==> src/rtl/axi_lite_if.sv <==
// AXI4-Lite bus bundle: AW, W, B, AR and R channels.
// The slave modport drives the ready/response side; the master drives the rest.
interface axi_lite_if #(
    parameter int ADDR_WIDTH = 32,
    parameter int DATA_WIDTH = 32
) ();
    logic                      AWVALID;
    logic                      AWREADY;
    logic [ADDR_WIDTH-1:0]     AWADDR;
    logic                      WVALID;
    logic                      WREADY;
    logic [DATA_WIDTH-1:0]     WDATA;
    logic [DATA_WIDTH/8-1:0]   WSTRB;
    logic                      BVALID;
    logic                      BREADY;
    logic [1:0]                BRESP;
    logic                      ARVALID;
    logic                      ARREADY;
    logic [ADDR_WIDTH-1:0]     ARADDR;
    logic                      RVALID;
    logic                      RREADY;
    logic [DATA_WIDTH-1:0]     RDATA;
    logic [1:0]                RRESP;

    modport slave (
        input  AWVALID, AWADDR, WVALID, WDATA, WSTRB, BREADY,
        input  ARVALID, ARADDR, RREADY,
        output AWREADY, WREADY, BVALID, BRESP,
        output ARREADY, RVALID, RDATA, RRESP
    );

    modport master (
        output AWVALID, AWADDR, WVALID, WDATA, WSTRB, BREADY,
        output ARVALID, ARADDR, RREADY,
        input  AWREADY, WREADY, BVALID, BRESP,
        input  ARREADY, RVALID, RDATA, RRESP
    );
endinterface

==> src/rtl/axi_lite_slave_regs.sv <==
// AXI4-Lite register file with independent write and read FSMs.
// Define AXIL_SLV_DECERR_RESP_EN to answer out-of-range accesses with SLVERR.
module axi_lite_slave_regs #(
    parameter int ADDR_WIDTH = 32,
    parameter int DATA_WIDTH = 32,
    parameter int NUM_REGS   = 8
) (
    input  logic                           ACLK,
    input  logic                           ARESETn,
    axi_lite_if.slave                      S_AXI_LITE,
    output logic [NUM_REGS*DATA_WIDTH-1:0] reg_out
);
    localparam int LP_STRB = DATA_WIDTH / 8;
    localparam int LP_B    = $clog2(LP_STRB);
    localparam int LP_IW   = $clog2(NUM_REGS);
    localparam logic [ADDR_WIDTH:0] LP_SPAN =
        (ADDR_WIDTH+1)'(NUM_REGS * LP_STRB);
    localparam logic [1:0] LP_OKAY = 2'b00;
`ifdef AXIL_SLV_DECERR_RESP_EN
    localparam logic [1:0] LP_ERR  = 2'b10;
`else
    localparam logic [1:0] LP_ERR  = 2'b00;
`endif

    typedef enum logic [1:0] {
        W_IDLE, W_HAVE_ADDR, W_HAVE_DATA, W_RESP
    } wstate_t;
    typedef enum logic {R_IDLE, R_DATA} rstate_t;

    wstate_t r_wstate, w_wnext;
    rstate_t r_rstate, w_rnext;

    logic [DATA_WIDTH-1:0] r_regs [NUM_REGS];
    logic [ADDR_WIDTH-1:0] r_awaddr;
    logic [DATA_WIDTH-1:0] r_wdata;
    logic [LP_STRB-1:0]    r_wstrb;
    logic [1:0]            r_bresp;
    logic [DATA_WIDTH-1:0] r_rdata;
    logic [1:0]            r_rresp;

    logic                  w_awready, w_wready, w_arready;
    logic                  w_aw_hs, w_w_hs, w_ar_hs;
    logic                  w_commit;
    logic [ADDR_WIDTH-1:0] w_wr_addr;
    logic [DATA_WIDTH-1:0] w_wr_data;
    logic [LP_STRB-1:0]    w_wr_strb;
    logic                  w_wr_inrange, w_rd_inrange;
    logic [LP_IW-1:0]      w_wr_idx, w_rd_idx;

    assign w_awready = (r_wstate == W_IDLE) || (r_wstate == W_HAVE_DATA);
    assign w_wready  = (r_wstate == W_IDLE) || (r_wstate == W_HAVE_ADDR);
    assign w_arready = (r_rstate == R_IDLE);
    assign w_aw_hs   = S_AXI_LITE.AWVALID & w_awready;
    assign w_w_hs    = S_AXI_LITE.WVALID & w_wready;
    assign w_ar_hs   = S_AXI_LITE.ARVALID & w_arready;

    always_ff @(posedge ACLK or negedge ARESETn) begin
        if (!ARESETn) begin
            r_wstate <= W_IDLE;
            r_rstate <= R_IDLE;
        end else begin
            r_wstate <= w_wnext;
            r_rstate <= w_rnext;
        end
    end

    always_comb begin
        w_wnext = r_wstate;
        unique case (r_wstate)
            W_IDLE: begin
                if (w_aw_hs && w_w_hs) w_wnext = W_RESP;
                else if (w_aw_hs)      w_wnext = W_HAVE_ADDR;
                else if (w_w_hs)       w_wnext = W_HAVE_DATA;
            end
            W_HAVE_ADDR: if (w_w_hs)  w_wnext = W_RESP;
            W_HAVE_DATA: if (w_aw_hs) w_wnext = W_RESP;
            W_RESP: if (S_AXI_LITE.BREADY) w_wnext = W_IDLE;
            default: w_wnext = W_IDLE;
        endcase
    end

    always_comb begin
        w_rnext = r_rstate;
        unique case (r_rstate)
            R_IDLE: if (w_ar_hs) w_rnext = R_DATA;
            R_DATA: if (S_AXI_LITE.RREADY) w_rnext = R_IDLE;
            default: w_rnext = R_IDLE;
        endcase
    end

    // The beat arriving on the committing edge bypasses its capture register.
    assign w_commit  = (r_wstate != W_RESP) && (w_wnext == W_RESP);
    assign w_wr_addr = w_aw_hs ? S_AXI_LITE.AWADDR : r_awaddr;
    assign w_wr_data = w_w_hs ? S_AXI_LITE.WDATA : r_wdata;
    assign w_wr_strb = w_w_hs ? S_AXI_LITE.WSTRB : r_wstrb;
    assign w_wr_inrange = {1'b0, w_wr_addr} < LP_SPAN;
    assign w_wr_idx  = w_wr_addr[LP_IW+LP_B-1:LP_B];
    assign w_rd_inrange = {1'b0, S_AXI_LITE.ARADDR} < LP_SPAN;
    assign w_rd_idx  = S_AXI_LITE.ARADDR[LP_IW+LP_B-1:LP_B];

    always_ff @(posedge ACLK or negedge ARESETn) begin
        if (!ARESETn) begin
            r_awaddr <= '0;
            r_wdata  <= '0;
            r_wstrb  <= '0;
            r_bresp  <= LP_OKAY;
            for (int i = 0; i < NUM_REGS; i++) r_regs[i] <= '0;
        end else begin
            if (w_aw_hs) r_awaddr <= S_AXI_LITE.AWADDR;
            if (w_w_hs) begin
                r_wdata <= S_AXI_LITE.WDATA;
                r_wstrb <= S_AXI_LITE.WSTRB;
            end
            if (w_commit) begin
                r_bresp <= w_wr_inrange ? LP_OKAY : LP_ERR;
                if (w_wr_inrange) begin
                    for (int k = 0; k < LP_STRB; k++) begin
                        if (w_wr_strb[k])
                            r_regs[w_wr_idx][k*8 +: 8] <= w_wr_data[k*8 +: 8];
                    end
                end
            end
        end
    end

    // Read data samples the register array before any same-edge write lands.
    always_ff @(posedge ACLK or negedge ARESETn) begin
        if (!ARESETn) begin
            r_rdata <= '0;
            r_rresp <= LP_OKAY;
        end else if (w_ar_hs) begin
            r_rdata <= w_rd_inrange ? r_regs[w_rd_idx] : '0;
            r_rresp <= w_rd_inrange ? LP_OKAY : LP_ERR;
        end
    end

    assign S_AXI_LITE.AWREADY = w_awready;
    assign S_AXI_LITE.WREADY  = w_wready;
    assign S_AXI_LITE.BVALID  = (r_wstate == W_RESP);
    assign S_AXI_LITE.BRESP   = r_bresp;
    assign S_AXI_LITE.ARREADY = w_arready;
    assign S_AXI_LITE.RVALID  = (r_rstate == R_DATA);
    assign S_AXI_LITE.RDATA   = r_rdata;
    assign S_AXI_LITE.RRESP   = r_rresp;

    for (genvar g = 0; g < NUM_REGS; g++) begin : g_out
        assign reg_out[g*DATA_WIDTH +: DATA_WIDTH] = r_regs[g];
    end
endmodule

==> src/flat_wrapper.sv <==
// flat-port wrapper written by rule: the top's interface ports become plain ports
module axi_lite_slave_regs_flat 
#(
    parameter int ADDR_WIDTH = 32,
    parameter int DATA_WIDTH = 32,
    parameter int NUM_REGS   = 8
)
  (ACLK, ARESETn, reg_out, S_AXI_LITE_AWVALID, S_AXI_LITE_AWADDR, S_AXI_LITE_WVALID, S_AXI_LITE_WDATA, S_AXI_LITE_WSTRB, S_AXI_LITE_BREADY, S_AXI_LITE_ARVALID, S_AXI_LITE_ARADDR, S_AXI_LITE_RREADY, S_AXI_LITE_AWREADY, S_AXI_LITE_WREADY, S_AXI_LITE_BVALID, S_AXI_LITE_BRESP, S_AXI_LITE_ARREADY, S_AXI_LITE_RVALID, S_AXI_LITE_RDATA, S_AXI_LITE_RRESP);
  axi_lite_if #(.ADDR_WIDTH(ADDR_WIDTH), .DATA_WIDTH(DATA_WIDTH)) S_AXI_LITE_i ();
  input  logic ACLK;
  input  logic ARESETn;
  output logic [NUM_REGS*DATA_WIDTH-1:0] reg_out;
  input wire logic [$bits(S_AXI_LITE_i.AWVALID)-1:0] S_AXI_LITE_AWVALID;
  input wire logic [$bits(S_AXI_LITE_i.AWADDR)-1:0] S_AXI_LITE_AWADDR;
  input wire logic [$bits(S_AXI_LITE_i.WVALID)-1:0] S_AXI_LITE_WVALID;
  input wire logic [$bits(S_AXI_LITE_i.WDATA)-1:0] S_AXI_LITE_WDATA;
  input wire logic [$bits(S_AXI_LITE_i.WSTRB)-1:0] S_AXI_LITE_WSTRB;
  input wire logic [$bits(S_AXI_LITE_i.BREADY)-1:0] S_AXI_LITE_BREADY;
  input wire logic [$bits(S_AXI_LITE_i.ARVALID)-1:0] S_AXI_LITE_ARVALID;
  input wire logic [$bits(S_AXI_LITE_i.ARADDR)-1:0] S_AXI_LITE_ARADDR;
  input wire logic [$bits(S_AXI_LITE_i.RREADY)-1:0] S_AXI_LITE_RREADY;
  output wire logic [$bits(S_AXI_LITE_i.AWREADY)-1:0] S_AXI_LITE_AWREADY;
  output wire logic [$bits(S_AXI_LITE_i.WREADY)-1:0] S_AXI_LITE_WREADY;
  output wire logic [$bits(S_AXI_LITE_i.BVALID)-1:0] S_AXI_LITE_BVALID;
  output wire logic [$bits(S_AXI_LITE_i.BRESP)-1:0] S_AXI_LITE_BRESP;
  output wire logic [$bits(S_AXI_LITE_i.ARREADY)-1:0] S_AXI_LITE_ARREADY;
  output wire logic [$bits(S_AXI_LITE_i.RVALID)-1:0] S_AXI_LITE_RVALID;
  output wire logic [$bits(S_AXI_LITE_i.RDATA)-1:0] S_AXI_LITE_RDATA;
  output wire logic [$bits(S_AXI_LITE_i.RRESP)-1:0] S_AXI_LITE_RRESP;
  assign S_AXI_LITE_i.AWVALID = S_AXI_LITE_AWVALID;
  assign S_AXI_LITE_i.AWADDR = S_AXI_LITE_AWADDR;
  assign S_AXI_LITE_i.WVALID = S_AXI_LITE_WVALID;
  assign S_AXI_LITE_i.WDATA = S_AXI_LITE_WDATA;
  assign S_AXI_LITE_i.WSTRB = S_AXI_LITE_WSTRB;
  assign S_AXI_LITE_i.BREADY = S_AXI_LITE_BREADY;
  assign S_AXI_LITE_i.ARVALID = S_AXI_LITE_ARVALID;
  assign S_AXI_LITE_i.ARADDR = S_AXI_LITE_ARADDR;
  assign S_AXI_LITE_i.RREADY = S_AXI_LITE_RREADY;
  assign S_AXI_LITE_AWREADY = S_AXI_LITE_i.AWREADY;
  assign S_AXI_LITE_WREADY = S_AXI_LITE_i.WREADY;
  assign S_AXI_LITE_BVALID = S_AXI_LITE_i.BVALID;
  assign S_AXI_LITE_BRESP = S_AXI_LITE_i.BRESP;
  assign S_AXI_LITE_ARREADY = S_AXI_LITE_i.ARREADY;
  assign S_AXI_LITE_RVALID = S_AXI_LITE_i.RVALID;
  assign S_AXI_LITE_RDATA = S_AXI_LITE_i.RDATA;
  assign S_AXI_LITE_RRESP = S_AXI_LITE_i.RRESP;
  axi_lite_slave_regs #(.ADDR_WIDTH(ADDR_WIDTH), .DATA_WIDTH(DATA_WIDTH), .NUM_REGS(NUM_REGS)) u_core (.ACLK(ACLK), .ARESETn(ARESETn), .S_AXI_LITE(S_AXI_LITE_i), .reg_out(reg_out));
endmodule
==> config.mk <==
export PLATFORM = sky130hd
export DESIGN_NAME = axi_lite_slave_regs_flat
export DESIGN_NICKNAME = d
export VERILOG_FILES = /design/src/rtl/axi_lite_if.sv /design/src/rtl/axi_lite_slave_regs.sv /design/src/flat_wrapper.sv
export SDC_FILE = /design/constraint.sdc
export NUM_CORES = 1
export LEC_CHECK = 0
export CAP_MARGIN = 20
export CORE_MARGIN = 2
export CORE_UTILIZATION = 45
export CTS_CLUSTER_DIAMETER = 40
export DETAILED_ROUTE_END_ITERATION = 8
export PLACE_DENSITY_LB_ADDON = 0.08
export SLEW_MARGIN = 30
export SYNTH_ARGS = -nofsm -noshare
export SYNTH_HDL_FRONTEND = slang
export SYNTH_SLANG_ARGS = --single-unit
==> constraint.sdc <==
create_clock -name ACLK -period 2.5 [get_ports ACLK]
set_input_delay 0.5 -clock ACLK [delete_from_list [all_inputs] [get_ports ACLK]]
set_output_delay 0.5 -clock ACLK [all_outputs]
set_load 0.02 [all_outputs]
# Yosys cells after proc, flatten, opt, wreduce, memory -nomap -nowiden

Index checks and enable logic that the tools add are counted.

Register bits after elaboration: 359
Bits in latches: 0
RAM bits: 0
ROM bits: 0
Word-level logic and storage cells: 76
Memories kept: 0

Add/subtract/negate cells: 0
Multiply operators: 0
Div/mod/pow operators: 0
Order comparisons: 5
Eq/ne operators: 5
Shifts and indexed selects: 0
Mux-type cells: 39
Bitwise gates (word level): 6
Reduce and logical (&&, ||, !) cells: 7

Operators with widths:

| kind                | count |
|---|---|
| $mux 256            | 10 |
| $bwmux 256          | 4 |
| $demux 32 s3        | 4 |
| $mux 32             | 6 |
| $bmux 32 s3         | 1 |
| $lt 32x6->1 const B | 2 |
| $mux 24             | 1 |
| $mux 16             | 1 |
| $mux 2              | 6 |
| $ge 4x4->1 const B  | 2 |
| $mux 8              | 1 |
| $not 3->4           | 2 |
| $pmux 2 s4          | 1 |
| $eq 2x2->1 const B  | 3 |
| $lt 4x1->1 const B  | 1 |
| $mux 4              | 1 |
| $and 1x1->1         | 3 |
| $logic_and 1x1->1   | 3 |
| $eq 2x1->1 const B  | 1 |
| $logic_not 2->1     | 1 |
| $logic_or 1x1->1    | 2 |
| $mux 1              | 2 |
| $ne 2x2->1 const B  | 1 |
| $pmux 1 s2          | 1 |
| 2 further kinds     | 2 |

# Logic depth before layout (Yosys ltp)

Word-level depth: 23
Depth in mapped cells: 8
Depth with buffers taken out: 6

# Least setup slack after synthesis

Ideal clock, no wire load.

Path type: input -> register
Start point: input S_AXI_LITE_AWADDR[6]
End point: register u_core.r_regs (netlist bit u_core.reg_out[12])
Arrival: 2.647 ns
Setup slack: -0.271 ns
Cell stages on the path: 5
Buffers on the path: 0
Cells stage by stage: or3_1 o41ai_2 nand4_4 nor2_4 mux2_2

Longest elaborated chain between the ends: 3

Ends and longest elaborated chain:

| item                            | line                       | source |
|---|---|---|
| from (decl)                     | flat_wrapper.sv:14         | `input wire logic [$bits(S_AXI_LITE_i.AWADDR)-1:0] S_AXI_LITE_AWADDR;` |
| $mux 32                         | --                         |  |
| $lt 32x6->1                     | axi_lite_slave_regs.sv:96  | `assign w_wr_inrange = {1'b0, w_wr_addr} < LP_SPAN;` |
| $reduce_and 2->1 (no line)      | --                         |  |
| to (signal, indexed assignment) | axi_lite_slave_regs.sv:119 | `r_regs[w_wr_idx][k*8 +: 8] <= w_wr_data[k*8 +: 8];` |
| to (decl)                       | axi_lite_slave_regs.sv:33  | `logic [DATA_WIDTH-1:0] r_regs [NUM_REGS];` |

No other way between the ends.
A chain may end at the register's enable or synchronous reset.

# Final worst setup path

Start point: register u_core.r_wstate[0]
End point: register u_core.r_regs (netlist bit u_core.reg_out[97])

Longest elaborated chain between the ends: 23
Elaborated cells between the ends (all ways): 47
Classes of those cells: order compare: 3; eq/ne: 5; mux: 29; bitwise: 3; reduce/logical: 7

Ends and longest elaborated chain:

| item                                                                  | line                                                                            | source |
|---|---|---|
| from (decl)                                                           | axi_lite_slave_regs.sv:30                                                       | `wstate_t r_wstate, w_wnext;` |
| from (signal assigned)                                                | axi_lite_slave_regs.sv:62                                                       | `r_wstate <= w_wnext;` |
| $eq 2x2->1 / $logic_not 2->1 (equally long branches)                  | axi_lite_slave_regs.sv:50, axi_lite_slave_regs.sv:69, axi_lite_slave_regs.sv:51 |  |
| $logic_or 1x1->1                                                      | axi_lite_slave_regs.sv:50                                                       | `assign w_awready = (r_wstate == W_IDLE) \|\| (r_wstate == W_HAVE_DATA);` |
| $and 1x1->1                                                           | axi_lite_slave_regs.sv:53                                                       | `assign w_aw_hs = S_AXI_LITE.AWVALID & w_awready;` |
| $mux 32                                                               | --                                                                              |  |
| $not 3->4 (implied by the code)                                       | axi_lite_slave_regs.sv:119                                                      |  |
| $ge 4x4->1 (implied by the code) / $lt 4x1->1 (equally long branches) | axi_lite_slave_regs.sv:119                                                      |  |
| $logic_and 1x1->1 (implied by the code)                               | axi_lite_slave_regs.sv:119                                                      |  |
| $mux 8 (implied by the code)                                          | axi_lite_slave_regs.sv:119                                                      |  |
| (+7 left out)                                                         | --                                                                              |  |
| $mux 256                                                              | axi_lite_slave_regs.sv:116                                                      | `if (w_wr_inrange) begin` |
| $mux 256                                                              | axi_lite_slave_regs.sv:114                                                      | `if (w_commit) begin` |
| $bwmux 256                                                            | axi_lite_slave_regs.sv:119                                                      |  |
| $mux 256                                                              | axi_lite_slave_regs.sv:118                                                      | `if (w_wr_strb[k])` |
| $mux 256                                                              | axi_lite_slave_regs.sv:116                                                      |  |
| $mux 256                                                              | axi_lite_slave_regs.sv:114                                                      |  |
| $bwmux 256                                                            | axi_lite_slave_regs.sv:119                                                      |  |
| $mux 256                                                              | axi_lite_slave_regs.sv:118                                                      |  |

Parallel ways exist; a longest one is shown, timed or not. The select of a mux whose other input is x is not followed.

==> impl_metrics.toml <==
[status]
outcome = "completed"

[sta]
whs_ns = 0.233
slew_headroom_pct = 60.5
min_period_over_period_pct = 96.3
rsz0062_at_grt = "no"
drv_slew = 0
max_freq_mhz = 415
fin_crit_ns = 2.41
worst_pin_slew_ns = 0.592
setup_viol = 0
layout_setup_ws_ns = 0.0922
fin_skew_ns = 0.0157
hold_violations = 0

[pwr]
irDropWorstVdd_v = 0.000571
cellLeakagePower_nw = 10.5
finalPower_mw = 16.6
powerDensity_mw_per_mm2 = 714

[global_routing]
grt_pass1_wl_um = 70900
grt_max_degree = 65
grt_pass1_vias = 11500
grt-ovfl-total = 0
grt_use_total_pct = 26.0
antenna_found_initial = 0

[floorplanning]
start_util_pct = 45.5
die-area_mm2 = 0.0364
die_x_um = 191
die_h_um = 191
ioPinCount = 404
rows = 68
core_mm2 = 0.0345

[logic_synthesis]
syn_area_per_cell_um2 = 15.0
seq_area_frac_synth_pct = 56.9
synthFlopType = "dfrtp_1"
ys_warn_count = 0
async_flop_share_pct = 100
synth_edf_count = 0
synthCells = 1049
ys_types = 33
ys_ff_latch = 357
netlist_area_mm2 = 0.0157

[finish]
finalNetCount = 1660
area.growth.synth_to_final_pct = 48.1
final_layout_size_suffix_gt1_share_pct = 35.5
nFillCells = 2503
final_common_cell = "clkdlybuf4s50_1"
final_cell_mix = "clkdlybuf4s50_1, dfrtp_1, mux2_2"
final_area_mm2 = 0.0232

[route]
vias_per_cell = 5.34
maxUsedRoutingLayer = "met4"
wl_met1_um = 19600
wl_um = 47000
dr.pass1.iters = 5
drt-wirelength-per-cell_um = 22.9
drt_iter0_markers = 442
wl_met2_um = 22600
routed-via-count = 10900
postRouteAntennaNets = 0
wl_met3_um = 3430
drc = 0

[clock_network]
clock_latency_ns = 0.55
numCtsBuffers = 50
cts.sinks = 357
htreeDepth = 2
cts_tree = "done"
clock_path_buffers = 3
clock-root-buffer = "clkbuf_16"
cts.clk_slew.worst_paths_ns = 0.05

[flow_run]
cap_violations = 0

[worst_setup_path]
path_buf_inv = 3
path_max_fanout = 8
cp.arrival_ns = 2.82
path_class = "reg2reg"
crit_path_frequent_cell = "buf_12"
r2r_start = "u_core.r_wstate[0]$_DFF_PN0_"
reg2reg_to = "u_core.reg_out[97]$_DFFE_PN0P_"
critPathLaunchType = "flip-flop"
crit_chain = "nand2b_4, or3_4, a221oi_4, buf_12, nand4_4, buf_12, nor2_4, buf_12, mux2_2"
crit_family = "simple AND/OR/NAND/NOR gates"
r2r_slack_ns = 0.09
critical-path-slowest-cell = "dfrtp_1"
reg2reg_depth = 9
cp_slowest_stage_delay_ns = 0.39
cp_data_required_time_ns = 2.92
cp-end-kind = "flip-flop"

[worst_hold_path]
hold_end = "u_core.r_awaddr[29]$_DFF_PN0_"
min_path_type = "in2reg"
hold_path_depth = 3
hold_start = "S_AXI_LITE_AWADDR[29]"

[place]
place_ws_ns = -0.714
placed_area_mm2 = 0.0213
gp_congestion = 0.791
io_buffer_count = 395
hpwl_um = 32700
-- report_power, final --
group | internal [mW] | leakage [nW] | switching, mW
Sequential | 6.33 | 4.85 | 0.218
Combinational | 1.01 | 4.78 | 1.62
Clock | 4.76 | 0.862 | 2.65
-- cell type report --
class	count	area, um2	area share (%)
antenna	1	2.50	0.0108
clock buffer	62	1380	5.93
clock inverter	30	397	1.71
inverter	5	18.8	0.0808
multi-input combinational	649	6630	28.5
sequential	357	8930	38.5
tap	455	569	2.45
timing repair buffer	490	5300	22.8
-- metal layers --
metal  track usage, %  vias up
met4             8.83        0
met5                0        -
li1                 -     4853
met3             6.00       79
met1             34.5     5619
met2             42.3      394
-- tightest hold or removal path, stage by stage --
cell	delay (ns)
dlymetal6s2s_1	0.12
nand2_1	0.06
nand2_1	0.05
-- sequential cells by signal (all words and copies together), names as in the netlist --
signal	cells
u_core.S_AXI_LITE.RVALID	1
u_core.r_wdata	32
u_core.S_AXI_LITE.RDATA	32
u_core.reg_out	256
u_core.r_wstate	2
u_core.r_awaddr	30
u_core.r_wstrb	4
-- cell families after synthesis --
group                  synth area share, %
other                               0.0239
flip-flops                            56.9
buffers and inverters                 1.21
AO/OA/AOI/OAI                         1.76
multiplexers                          32.3
AND/OR/NAND/NOR                       7.73
-- cell usage after synthesis (3+ instances only) --
| cell type | n | area share [%] |
|---|---|---|
| dfrtp_1 | 357 | 57 |
| mux2_2 | 269 | 19 |
| nand2_1 | 127 | 3.0 |
| mux4_2 | 64 | 9.2 |
| o21ai_0 | 34 | 1.1 |
| mux2i_1 | 33 | 2.1 |
| nor2_4 | 32 | 2.3 |
| mux2_1 | 24 | 1.7 |
| clkbuf_1 | 21 | 0.50 |
| buf_1 | 14 | 0.33 |
| nand3_1 | 14 | 0.45 |
| nor4_1 | 12 | 0.48 |
| or3_1 | 6 | 0.24 |
| inv_1 | 5 | 0.12 |
| buf_4 | 4 | 0.19 |
| nand3b_1 | 4 | 0.19 |
| nand4_4 | 4 | 0.54 |
| o211a_1 | 4 | 0.26 |
| nor3_1 | 3 | 0.096 |
-- per-stage QoR --
stage               instances  TNS, ns  util (%)
detailed placement       1951  -164.22      61.9
CTS                      2047        0      67.3
floorplan                1052   -36.62         -
global placement         1951  -156.80      61.9
finish                   2049        0      67.4
global route             2048        0      67.4
-- how the worst max path moves through the flow --
| stage | startpoint | to | slack [ns] | depth (start not counted) |
|---|---|---|---|---|
| 3_5_place_dp | S_AXI_LITE_AWVALID | u_core.reg_out[225]$_DFFE_PN0P_ | -0.71 | 10 |
| 3_3_place_gp | S_AXI_LITE_AWVALID | u_core.reg_out[226]$_DFFE_PN0P_ | -0.68 | 10 |
| 6_report | u_core.r_wstate[0]$_DFF_PN0_ | u_core.reg_out[97]$_DFFE_PN0P_ | 0.09 | 9 |
| 2_1_floorplan | S_AXI_LITE_AWVALID | u_core.reg_out[12]$_DFFE_PN0P_ | -0.15 | 7 |
| 5_1_grt | u_core.r_wstate[0]$_DFF_PN0_ | u_core.reg_out[32]$_DFFE_PN0P_ | 0.003 | 11 |
| 4_1_cts | u_core.r_wstate[0]$_DFF_PN0_ | u_core.reg_out[97]$_DFFE_PN0P_ | 0.005 | 9 |
-- repair_timing --
item / in CTS / in global routing
gates resized for setup: 6 / 9
endpoints found under the setup margin: 256 / 256
pin swaps: 3 / 3
buffers inserted: 3 / 1
hold endpoints to repair: 53 / 0
hold buffers: 1 / 0
Note: power is estimated with default switching activity, not from simulation.
